**src/rtl/ahb_dma_pkg.sv**
```systemverilog
// ahb_dma_pkg: shared DMA constants and the channel arbiter state type
package ahb_dma_pkg;
  localparam int CH_NUM_MAX = 8;
  localparam int PRI_W = 3;
  typedef enum logic {IDLE, GRANT} arb_state_t;
endpackage

```
**src/rtl/ahb_dma_pri_enc_sub.sv**
```systemverilog
// ahb_dma_pri_enc_sub: one-hot priority decode; invalid input decodes as priority 0 (valid, pri -> onehot)
module ahb_dma_pri_enc_sub import ahb_dma_pkg::*; (
  input  logic                  valid,
  input  logic [PRI_W-1:0]      pri,
  output logic [CH_NUM_MAX-1:0] onehot
);
  assign onehot = valid ? CH_NUM_MAX'(1) << pri : CH_NUM_MAX'(1);
endmodule

```
**src/rtl/ahb_dma_ch_arb.sv**
```systemverilog
// ahb_dma_ch_arb: max-priority round-robin DMA channel arbiter (HCLK, HRESET, ch_req/ch_pri/ch_done/arb_pause -> gnt_valid/gnt_ch/gnt_pri)
module ahb_dma_ch_arb import ahb_dma_pkg::*; #(
  parameter int CH_NUM = 8,
  parameter int PRI_W = 3
) (
  input  logic                          HCLK,
  input  logic                          HRESET,
  input  logic [CH_NUM-1:0]             ch_req,
  input  logic [CH_NUM-1:0][PRI_W-1:0]  ch_pri,
  input  logic                          ch_done,
  input  logic                          arb_pause,
  output logic                          gnt_valid,
  output logic [2:0]                    gnt_ch,
  output logic [PRI_W-1:0]              gnt_pri
);
  localparam int IW = $clog2(CH_NUM);
  arb_state_t state, state_n;
  logic [2:0] last_gnt, last_gnt_n, gnt_ch_n, sel;
  logic [PRI_W-1:0] gnt_pri_n, max_pri;
  logic gnt_valid_n;
  logic [CH_NUM-1:0][CH_NUM_MAX-1:0] onehot;
  logic [CH_NUM_MAX-1:0] pri_or;
  logic [CH_NUM-1:0] cand;
  function automatic logic [PRI_W-1:0] max_pri_f(input logic [CH_NUM_MAX-1:0] v);
    logic [PRI_W-1:0] r;
    r = '0;
    for (int i = 0; i < CH_NUM_MAX; i++) if (v[i]) r = PRI_W'(i);
    return r;
  endfunction
  function automatic logic [2:0] rr_f(input logic [CH_NUM-1:0] c, input logic [2:0] last);
    logic [2:0] r;
    int idx;
    r = '0;
    for (int k = CH_NUM; k >= 1; k--) begin
      idx = (int'(last) + k) % CH_NUM;
      if (c[idx]) r = 3'(idx);
    end
    return r;
  endfunction
  for (genvar i = 0; i < CH_NUM; i++) begin : g_enc
    ahb_dma_pri_enc_sub u_enc (.valid(ch_req[i]), .pri(ch_pri[i]), .onehot(onehot[i]));
  end
  always_comb begin
    pri_or = '0;
    cand = '0;
    for (int c = 0; c < CH_NUM; c++) pri_or |= onehot[c];
    for (int c = 0; c < CH_NUM; c++) cand[c] = ch_req[c] && ch_pri[c] == max_pri;
  end
  assign max_pri = max_pri_f(pri_or);
  assign sel = rr_f(cand, last_gnt);
  always_comb begin
    state_n = state;
    gnt_valid_n = gnt_valid;
    gnt_ch_n = gnt_ch;
    gnt_pri_n = gnt_pri;
    last_gnt_n = last_gnt;
    if (state == IDLE && |ch_req && !arb_pause) begin
      state_n = GRANT;
      gnt_valid_n = 1'b1;
      gnt_ch_n = sel;
      gnt_pri_n = max_pri;
    end else if (state == GRANT && (ch_done || !ch_req[gnt_ch[IW-1:0]])) begin
      state_n = IDLE;
      gnt_valid_n = 1'b0;
      last_gnt_n = ch_done ? gnt_ch : last_gnt;
    end
  end
  always_ff @(posedge HCLK) begin
    if (HRESET) begin
      state <= IDLE;
      gnt_valid <= 1'b0;
      gnt_ch <= '0;
      gnt_pri <= '0;
      last_gnt <= 3'(CH_NUM - 1);
    end else begin
      state <= state_n;
      gnt_valid <= gnt_valid_n;
      gnt_ch <= gnt_ch_n;
      gnt_pri <= gnt_pri_n;
      last_gnt <= last_gnt_n;
    end
  end
endmodule

```
**config.mk**
```make
export PLATFORM = sky130hd
export DESIGN_NAME = ahb_dma_ch_arb
export DESIGN_NICKNAME = d
export VERILOG_FILES = /design/src/rtl/ahb_dma_pkg.sv /design/src/rtl/ahb_dma_pri_enc_sub.sv /design/src/rtl/ahb_dma_ch_arb.sv
export SDC_FILE = /design/constraint.sdc
export NUM_CORES = 1
export LEC_CHECK = 0
export BUFFER_PORTS_ARGS = -buffer_cell sky130_fd_sc_hd__buf_2
export CORE_MARGIN = 4
export CORE_UTILIZATION = 35
export CTS_BUF_LIST = sky130_fd_sc_hd__clkbuf_4
export DETAILED_ROUTE_END_ITERATION = 7
export PLACE_DENSITY = 0.53
export SYNTH_ARGS = -nofsm -noshare
export SYNTH_HDL_FRONTEND = slang
export SYNTH_SLANG_ARGS = --single-unit
export TNS_END_PERCENT = 1
```
**constraint.sdc**
```tcl
create_clock -name HCLK -period 4.55 [get_ports HCLK]
set_input_delay 0.455 -clock HCLK [delete_from_list [all_inputs] [get_ports HCLK]]
set_output_delay 0.455 -clock HCLK [all_outputs]
set_load 0.01 [all_outputs]
```
=== After elaboration in Yosys (flattened, before gate mapping) ===
Cells that the tools add are included.

* Reductions and logical operators: 25
* Shifts and indexed selects: 8
* Add/sub/neg operators: 8
* $mul: 0
* Bitwise gates (word level): 17
* Equal/unequal tests: 8
* Order comparisons: 9
* Mux-type cells: 51
* Div/mod/pow operators: 0

{| class="wikitable"
|+ Operators with widths
! kind !! count
|-
| $mux 8 || 8
|-
| $shl 1x3->8 const A || 8
|-
| $or 8x8->8 || 7
|-
| $mux 3 || 14
|-
| $lt 4x5->1 const B || 8
|-
| $bmux 1 s3 || 9
|-
| $eq 3x3->1 || 8
|-
| $reduce_or 3->1 || 8
|-
| $mux 1 || 20
|-
| $add 3x3->3 const B || 4
|-
| $logic_and 1x1->1 || 11
|-
| $and 1x1->1 const A || 8
|-
| $reduce_or 8->1 || 1
|-
| $add 3x1->3 const B || 2
|-
| $add 3x2->3 const B || 2
|-
| $lt 3x4->1 const B || 1
|-
| $reduce_and 3->1 || 1
|-
| $logic_not 1->1 || 2
|-
| $not 1->1 || 2
|-
| $reduce_bool 2->1 || 1
|-
| $logic_or 1x1->1 || 1
|}

* Output and inout port bits: 7
* Bits in read-only memories: 0
* Memories: 0
* Input bits: 36
* Latch bits: 0
* Bits in registers: 10
* Logic and storage cells: 130
* RAM bits: 0

=== Logic depth before layout (Yosys ltp) ===
Gate-level depths: netlist of run 1.

* Depth after elaboration: 29
* Mapped depth: 15
* Depth with buffers taken out: 12

=== Modules after synthesis ===
Synthesis of run 1 repeated with hierarchy kept, for this count alone.

* Cells, all modules: 331
* Area, all modules: 2,775.2 sq um

{| class="wikitable"
|+ Modules (own cells, without submodules)
! module !! area an instance (sq um) !! cells each !! sequential area each (sq um) !! times used
|-
| ahb_dma_ch_arb || 2,064.5 || 267 || 200.2 || 1
|-
| ahb_dma_pri_enc_sub || 88.8 || 8 || 0.0 || 8
|}

=== Worst setup path after synthesis of run 1 ===
No wires, ideal clock.

* Path kind: in2reg
* Start: input ch_pri[1] in the netlist's numbering
* End: register gnt_ch[1]
* Library setup time: 0.059 ns
* Cell stages on the path: 14
* Buffers on the path: 2
* Arrival: 3.503 ns
* Path slack: 0.988 ns
* Data required time: 4.491 ns
* Cell sequence: clkbuf_2 -> and4bb_1 -> or4_4 -> nor4_4 -> buf_6 -> xnor2_1 -> o211ai_2 -> o21ai_1 -> o22ai_2 -> mux4_2 -> a21oi_1 -> o21ai_1 -> a311oi_1 -> o31a_1

* Word-level cells in the longest chain between the ends: 29
* Elaborated cells between the ends (all ways): 64
* Classes of those cells: 8 x eq/ne; 1 x shift; 40 x mux; 7 x bitwise; 8 x reduce/logical

{| class="wikitable"
|+ RTL lines
! what !! RTL line !! RTL
|-
| from (decl) || ahb_dma_ch_arb.sv:9 || <nowiki>input logic [CH_NUM-1:0][PRI_W-1:0] ch_pri,</nowiki>
|-
| $shl 1x3->8 || ahb_dma_pri_enc_sub.sv:7 || <nowiki>assign onehot = valid ? CH_NUM_MAX'(1) << pri : CH_NUM_MAX'(1);</nowiki>
|-
| $mux 8 || ahb_dma_pri_enc_sub.sv:7 ||
|-
| $or 8x8->8 (7 in a row) || ahb_dma_ch_arb.sv:46 || <nowiki>for (int c = 0; c < CH_NUM; c++) pri_or |= onehot[c];</nowiki>
|-
| $mux 1 || ahb_dma_ch_arb.sv:27 || <nowiki>for (int i = 0; i < CH_NUM_MAX; i++) if (v[i]) r = PRI_W'(i);</nowiki>
|-
| $mux 3 (6 in a row) || ahb_dma_ch_arb.sv:27 ||
|-
| $eq 3x3->1 || ahb_dma_ch_arb.sv:47 || <nowiki>for (int c = 0; c < CH_NUM; c++) cand[c] = ch_req[c] && ch_pri[c] == max_pri;</nowiki>
|-
| $logic_and 1x1->1 || ahb_dma_ch_arb.sv:47 ||
|-
| $bmux 1 s3 || ahb_dma_ch_arb.sv:36 || <nowiki>if (c[idx]) r = 3'(idx);</nowiki>
|-
| $mux 1 (not written as such) (2 in a row) || ahb_dma_ch_arb.sv:36 ||
|-
| $mux 3 (7 in a row) || ahb_dma_ch_arb.sv:36 ||
|-
| $mux 3 (*) || ahb_dma_ch_arb.sv:36 ||
|-
| to (signal assigned) || ahb_dma_ch_arb.sv:78 || <nowiki>gnt_ch <= gnt_ch_n;</nowiki>
|-
| to (decl) || ahb_dma_ch_arb.sv:13 || <nowiki>output logic [2:0] gnt_ch,</nowiki>
|}

Mark *: on every way between the ends. The rest lies on a longest branch, timed or not. The select of a mux whose other input is x is not followed.
A chain may end at the register's enable or synchronous reset.

=== Final worst setup path of run 1 ===
* Start: input ch_req[5]
* End: register gnt_ch[1]

* Word-level cells in the longest chain between the ends: 24
* Elaborated cells between the ends (all ways): 62
* Classes of those cells: 8 x eq/ne; 40 x mux; 3 x bitwise; 11 x reduce/logical

{| class="wikitable"
|+ RTL lines
! what !! RTL line !! RTL
|-
| from (decl) || ahb_dma_ch_arb.sv:8 || <nowiki>input logic [CH_NUM-1:0] ch_req,</nowiki>
|-
| $mux 8 || ahb_dma_pri_enc_sub.sv:7 ||
|-
| $or 8x8->8 (3 in a row) || ahb_dma_ch_arb.sv:46 ||
|-
| $mux 1 || ahb_dma_ch_arb.sv:27 ||
|-
| $mux 3 (6 in a row) || ahb_dma_ch_arb.sv:27 ||
|-
| $eq 3x3->1 || ahb_dma_ch_arb.sv:47 ||
|-
| $logic_and 1x1->1 || ahb_dma_ch_arb.sv:47 ||
|-
| $bmux 1 s3 || ahb_dma_ch_arb.sv:36 ||
|-
| $mux 1 (not written as such) (2 in a row) || ahb_dma_ch_arb.sv:36 ||
|-
| $mux 3 (8 in a row) || ahb_dma_ch_arb.sv:36 ||
|}

Parallel ways exist; a longest one is shown, timed or not. The select of a mux whose other input is x is not followed.

==> results.py, run 1 <==
metrics = {
    "outcome": {
        "outcome": "finished, final reports clean",
    },
    "placed_design": {
        "placed_cell_area_sq_mm": 0.00272,
        "globalplace.congestion": 0.907,
        "port_buffers": 42,
        "dp_slack_ps": 440,
        "dp_hpwl_mm": 6.03,
    },
    "pwr": {
        "p_clk_share_pct": 11.9,
        "p_sw_share_pct": 48.0,
        "switching_power_uw": 254,
        "irDropWorstVdd_mv": 0.184,
        "power_density_mw_per_mm2": 193,
        "pwr-share-comb_pct": 66.9,
        "leakage_uw": 0.00104,
        "p_seq_share_pct": 21.2,
        "p_int_uw": 275,
    },
    "hold_path": {
        "hold_path.class": "reg -> reg",
    },
    "critical_path": {
        "slowest_stage": "or4_1",
        "crit_required_ps": 4710,
        "start_kind": "primary input",
        "path_class": "in -> reg",
        "cp.arrival_ps": 4050,
        "path_max_fanout": 18,
        "path_cells": "buf_2, nand4_1, nand4_1, or4_1, or2_1, o31ai_2, o221ai_2, mux2i_2, mux2i_2, mux2_2, a211oi_2, nor4_1, o31a_1",
        "cp_slowest_stage_delay_ps": 840,
        "critPathCaptureType": "flop",
        "cp_top_family": "simple AND/OR/NAND/NOR gates",
        "path_buf_inv": 1,
    },
    "clock_tree": {
        "cts.clk_slew.worst_paths_ps": 70,
        "holdBufCountCts": 0,
        "ctsRootBufferMaster": "clkbuf_4",
        "cts.sinks": 10,
        "htreeDepth": 1,
        "cts_tree": "built",
        "clkLatencyLatePin_ps": 260,
        "cts_buffer_depth": 2,
        "cts_setup_buffers": 0,
        "cts_buffers": 3,
        "cts_resized": 0,
    },
    "synthesis": {
        "ys_seq_elements": 10,
        "seq_area_frac_synth_pct": 7.59,
        "synth_ff_type": "dfxtp_1",
        "synthSimpleGateAreaFrac_pct": 41.8,
        "synth-compound-area-share_pct": 23.9,
        "synth_xor_area_share_pct": 3.32,
        "synth_top_area_cell": "nand4b_1",
        "synthTopCellsByArea": "nand4b_1, dfxtp_1, mux2i_1, nor2_1, buf_6",
        "synthMuxAreaShare_pct": 10.1,
        "synthTopCellsByCount": "nor2_1, nand4b_1, nand2_1",
        "synth_cell_types": 74,
        "synth_nets": 356,
        "syn_area_per_cell_sq_um": 8.29,
        "yosys_warnings": 0,
        "async_reset_ff_share_pct": 0,
        "synthesis.area_sq_mm": 0.00264,
        "synth_top_area_share_pct": 7.97,
        "synth-adder-area-share_pct": 0.949,
        "synth_top_family_by_area": "simple AND/OR/NAND/NOR gates",
        "netlist_instances": 318,
        "post-synth-top-count-cell": "nor2_1",
        "synth_edf_count": 0,
    },
    "cells_and_area": {
        "syn_to_final_growth_pct": 4.13,
        "layout.nets": 373,
        "fill_cells": 810,
        "drive_gt1_share_pct": 27.8,
        "utilization_pct": 37.6,
        "diodes": 0,
        "stdcell_area_sq_mm": 0.00275,
    },
    "detailed_routing": {
        "dr.pass1.iters": 5,
        "wl_per_cell_um": 18.6,
        "detail_route.iter0.violations": 267,
        "drc": 0,
        "vias": 2670,
        "viasPerCell": 6.17,
        "postRouteAntennaNets": 0,
        "postRouteWirelength_mm": 8.07,
    },
    "sta": {
        "rsz0062_at_grt": "no",
        "worst_slack_ps": 653,
        "worst_slew_pin_slew_ps": 919,
        "finalHoldViolations": 0,
        "slew_headroom_pct": 38.7,
        "min_period_ps": 3900,
        "fin_crit_sh_pct": 85.6,
        "fin_tns_setup_ps": 0,
        "setup_viol": 0,
        "fin_skew_ps": 0.765,
        "slew_violations": 0,
        "timing.fmax_mhz": 257,
    },
    "grt": {
        "grt_pass1_vias": 2517,
        "grt_usage_pct": 18.5,
        "antenna_found_initial": 0,
        "grt_max_degree": 22,
        "grt-ovfl-total": 0,
        "grt_pass1_wl_mm": 13.4,
    },
    "floorplanning": {
        "initial_core_util_pct": 36.2,
        "pin_count": 43,
        "chipHeight_um": 94.8,
        "core_area_sq_mm": 0.00729,
        "dieArea_sq_mm": 0.00899,
        "die_w_um": 94.8,
        "row_count": 31,
    },
    "run": {
        "maxCapViolCount": 0,
    },
}
worst register-to-register path: stages, from the launching register on:
cell and delay [ps]:
dfxtp_1 570, inv_1 360, ha_1 380, xor2_1 200
nand2_1 120, inv_1 60, a22o_2 270, a221oi_1 330
o211ai_1 150, a2111oi_2 410, nor4_2 60
cell usage in the layout (no fill, tap or decap), types with 6 or more instances in the layout:
| cell | count |
|---|---|
| nor4bb_1 | 8 |
| xnor2_1 | 8 |
| buf_2 | 42 |
| nand4b_1 | 24 |
| nand4_1 | 15 |
| nand3_1 | 10 |
| dfxtp_1 | 10 |
| and4bb_2 | 7 |
| nor2_1 | 29 |
| a21oi_1 | 8 |
| mux2i_1 | 12 |
| nand2_1 | 19 |
| o211ai_1 | 6 |
| inv_1 | 13 |
| o21ai_0 | 6 |
power by group through the flow:
stage	clock (uW)	sequential (uW)	combinational, uW
6_report	63.0	112	355
3_5_place_dp	0	114	349
2_1_floorplan	0	110	286
3_3_place_gp	0	114	350
4_1_cts	66.9	112	350
5_1_grt	71.6	114	389
metal layers:
metal  vias up  global-route usage (%)  wire length [um]
met5         -                       0                 0
met4         0                    2.16                36
met3         8                    2.79               400
met2        88                    28.2              3590
met1      1283                    27.9              4040
li1       1291                       -                 -
through the flow:
| stage | total power (uW) | hold WS [ps] | cells |
|---|---|---|---|
| 2_1_floorplan | 396 | 517 | 318 |
| 3_5_place_dp | 462 | 489 | 429 |
| 3_3_place_gp | 464 | 488 | 429 |
| 5_1_grt | 574 | 512 | 433 |
| 4_1_cts | 529 | 493 | 433 |
| 6_report | 530 | 498 | 433 |
sequential cells by signal, summed over array words and instances, names as in the netlist:
name      count
state         1
last_gnt      3
gnt_pri       3
gnt_ch        3
final timing paths:
kind	startpoint	to	slack (ps)	cells after the start
worst max-delay path	ch_req[5]	gnt_ch[1]	650	13
worst min-delay path	gnt_pri[2]	gnt_pri[2]	500	2
worst max register to register	last_gnt[1]	gnt_ch[0]	1540	10
worst min register to register	gnt_pri[2]	gnt_pri[2]	500	2
kinds of logic after synthesis:
kind of cell / Yosys count
fa+ha+maj: 2
flops: 10
xor+xnor: 10
compound gates: 75
buf+inv: 47
mux: 21
simple gates: 153
cell type report:
cell class,instances,area [sq um],area share (%)
Timing Repair Buffer,45,233,8.48
Tap cell,99,124,4.51
Clock inverter,1,3.75,0.137
Clock buffer,3,22.5,0.820
Sequential cell,10,200,7.29
Inverter,14,52.6,1.91
Multi-Input combinational cell,261,2110,76.8
Power figures use the tool's default switching activity.
==> inputs of run 2 (changes only) <==
- PLACE_DENSITY: 0.53 -> not set
==> results.py, run 2 (same netlist as run 1, synthesis figures left out) <==
metrics = {
    "outcome": {
        "outcome": "finished, final reports clean",
    },
    "cells_and_area": {
        "fill_cells": 801,
        "stdcell_area_sq_mm": 0.00274,
        "drive_gt1_share_pct": 27.6,
        "layout.nets": 372,
        "reg_top3": "gnt_ch: 3 flops, gnt_pri: 3 flops, last_gnt: 3 flops",
        "diodes": 0,
        "mostFrequentLayoutCells": "buf_2, nor2_1, nand4b_1",
        "utilization_pct": 37.5,
        "fin_cells": 432,
        "regArea_sq_um": 200,
        "syn_to_final_growth_pct": 3.84,
        "final_common_cell": "buf_2",
        "multi_input_area_sq_mm": 0.00211,
    },
    "pwr": {
        "power_density_mw_per_mm2": 193,
        "leakage_uw": 0.00103,
        "irDropWorstVdd_mv": 0.152,
    },
    "placed_design": {
        "placed_cell_area_sq_mm": 0.00271,
        "port_buffers": 42,
        "dp_hpwl_mm": 6.04,
        "place_inst": 428,
        "globalplace.congestion": 0.871,
    },
    "floorplanning": {
        "core_area_sq_mm": 0.00729,
        "chipHeight_um": 94.8,
        "dieArea_sq_mm": 0.00899,
        "pin_count": 43,
        "row_count": 31,
        "die_w_um": 94.8,
        "initial_core_util_pct": 36.2,
    },
    "grt": {
        "antenna_found_initial": 0,
        "grt_usage_pct": 17.5,
        "grt_max_degree": 22,
        "grt_pass1_wl_mm": 12.8,
        "grt-ovfl-total": 0,
        "grt_pass1_vias": 2493,
    },
    "sta": {
        "finalHoldViolations": 0,
        "min_period_ps": 3900,
        "slew_violations": 0,
        "timing.fmax_mhz": 256,
        "worst_slew_pin_slew_ps": 913,
        "fin_tns_setup_ps": 0,
        "setup_viol": 0,
        "rsz0062_at_grt": "no",
        "slew_headroom_pct": 39.0,
        "fin_crit_sh_pct": 85.8,
        "fin_skew_ps": 0.594,
    },
    "critical_path": {
        "cp.arrival_ps": 4060,
        "slowest_stage": "or4_1",
        "cp_top_family": "simple AND/OR/NAND/NOR gates",
        "critPathCaptureType": "flop",
        "path_depth": 13,
        "path_cells": "buf_2, nand4_1, nand4_1, or4_1, or2_1, o31ai_2, o221ai_2, mux2i_2, mux2i_2, mux2_2, a211oi_2, nor4_1, o31a_1",
        "path_class": "in -> reg",
        "path_buf_inv": 1,
        "worst_r2r_path_depth": 10,
        "cp_slowest_stage_delay_ps": 820,
        "crit_required_ps": 4710,
        "reg2reg_setup_slack_ps": 1300,
        "path_max_fanout": 18,
        "start_kind": "primary input",
    },
    "clock_tree": {
        "cts_setup_buffers": 0,
        "cts_buffers": 3,
        "holdBufCountCts": 0,
        "ctsRootBufferMaster": "clkbuf_4",
        "cts.sinks": 10,
        "cts.clk_slew.worst_paths_ps": 70,
        "htreeDepth": 1,
        "cts_buffer_depth": 2,
        "clkLatencyLatePin_ps": 270,
        "cts_tree": "built",
        "cts_resized": 0,
    },
    "detailed_routing": {
        "vias": 2656,
        "postRouteWirelength_mm": 7.72,
        "dr.pass1.iters": 5,
        "viasPerCell": 6.15,
        "postRouteAntennaNets": 0,
        "detail_route.iter0.violations": 240,
        "wl_per_cell_um": 17.9,
        "drc": 0,
    },
    "run": {
        "maxCapViolCount": 0,
    },
    "hold_path": {
        "hold_path.class": "reg -> reg",
        "hold_path_depth": 2,
    },
}
-- run 2: changes by cell type in the layout (fill, tap and decap cells not counted), sizes merged --
cell,change
buf,-1
-- run 2: per-stage QoR --
stage	total power, uW	worst slack (ps)	hold WS [ps]
2_1_floorplan	396	988	517
3_3_place_gp	457	422	489
3_5_place_dp	460	423	489
4_1_cts	525	707	502
5_1_grt	571	445	529
6_report	527	646	496
-- run 2: cell type report --
cell class / instances / share of cell area (%)
timing repair buffer: 44 / 8.23
sequential: 10 / 7.31
clock buffer: 3 / 0.823
inverter: 14 / 1.92
tap: 99 / 4.52
clock inverter: 1 / 0.137
multi-input combinational: 261 / 77.1
-- run 2: where the power goes --
part           internal, uW  switching [uW]  leakage (uW)
clock network          31.7            32.2     0.0000154
registers              96.8            17.5     0.0000827
logic                   146             203      0.000937
total                   275             252       0.00103
-- run 2: metal layers --
metal	vias up	part of all wire [%]	global-route usage, %	wire length [um]
li1	1298	-	-	-
met1	1258	48	25.3	3710
met2	96	47	28.8	3620
met3	4	4.6	1.27	358
met4	0	0.43	3.00	33
met5	-	0	0	0
-- run 2: path summary, 6_finish.rpt --
| path | from | to |
|---|---|---|
| worst min register to register | gnt_pri[2] | gnt_pri[2] |
| worst max-delay path | ch_req[7] | gnt_ch[1] |
| worst max register to register | last_gnt[0] | gnt_ch[0] |
| worst min-delay path | gnt_pri[2] | gnt_pri[2] |
-- run 2: tightest hold or removal path, stage by stage, from the launching register on --
cell and delay, ps:
dfxtp_1 310, nor2_1 90, nor3_1 50
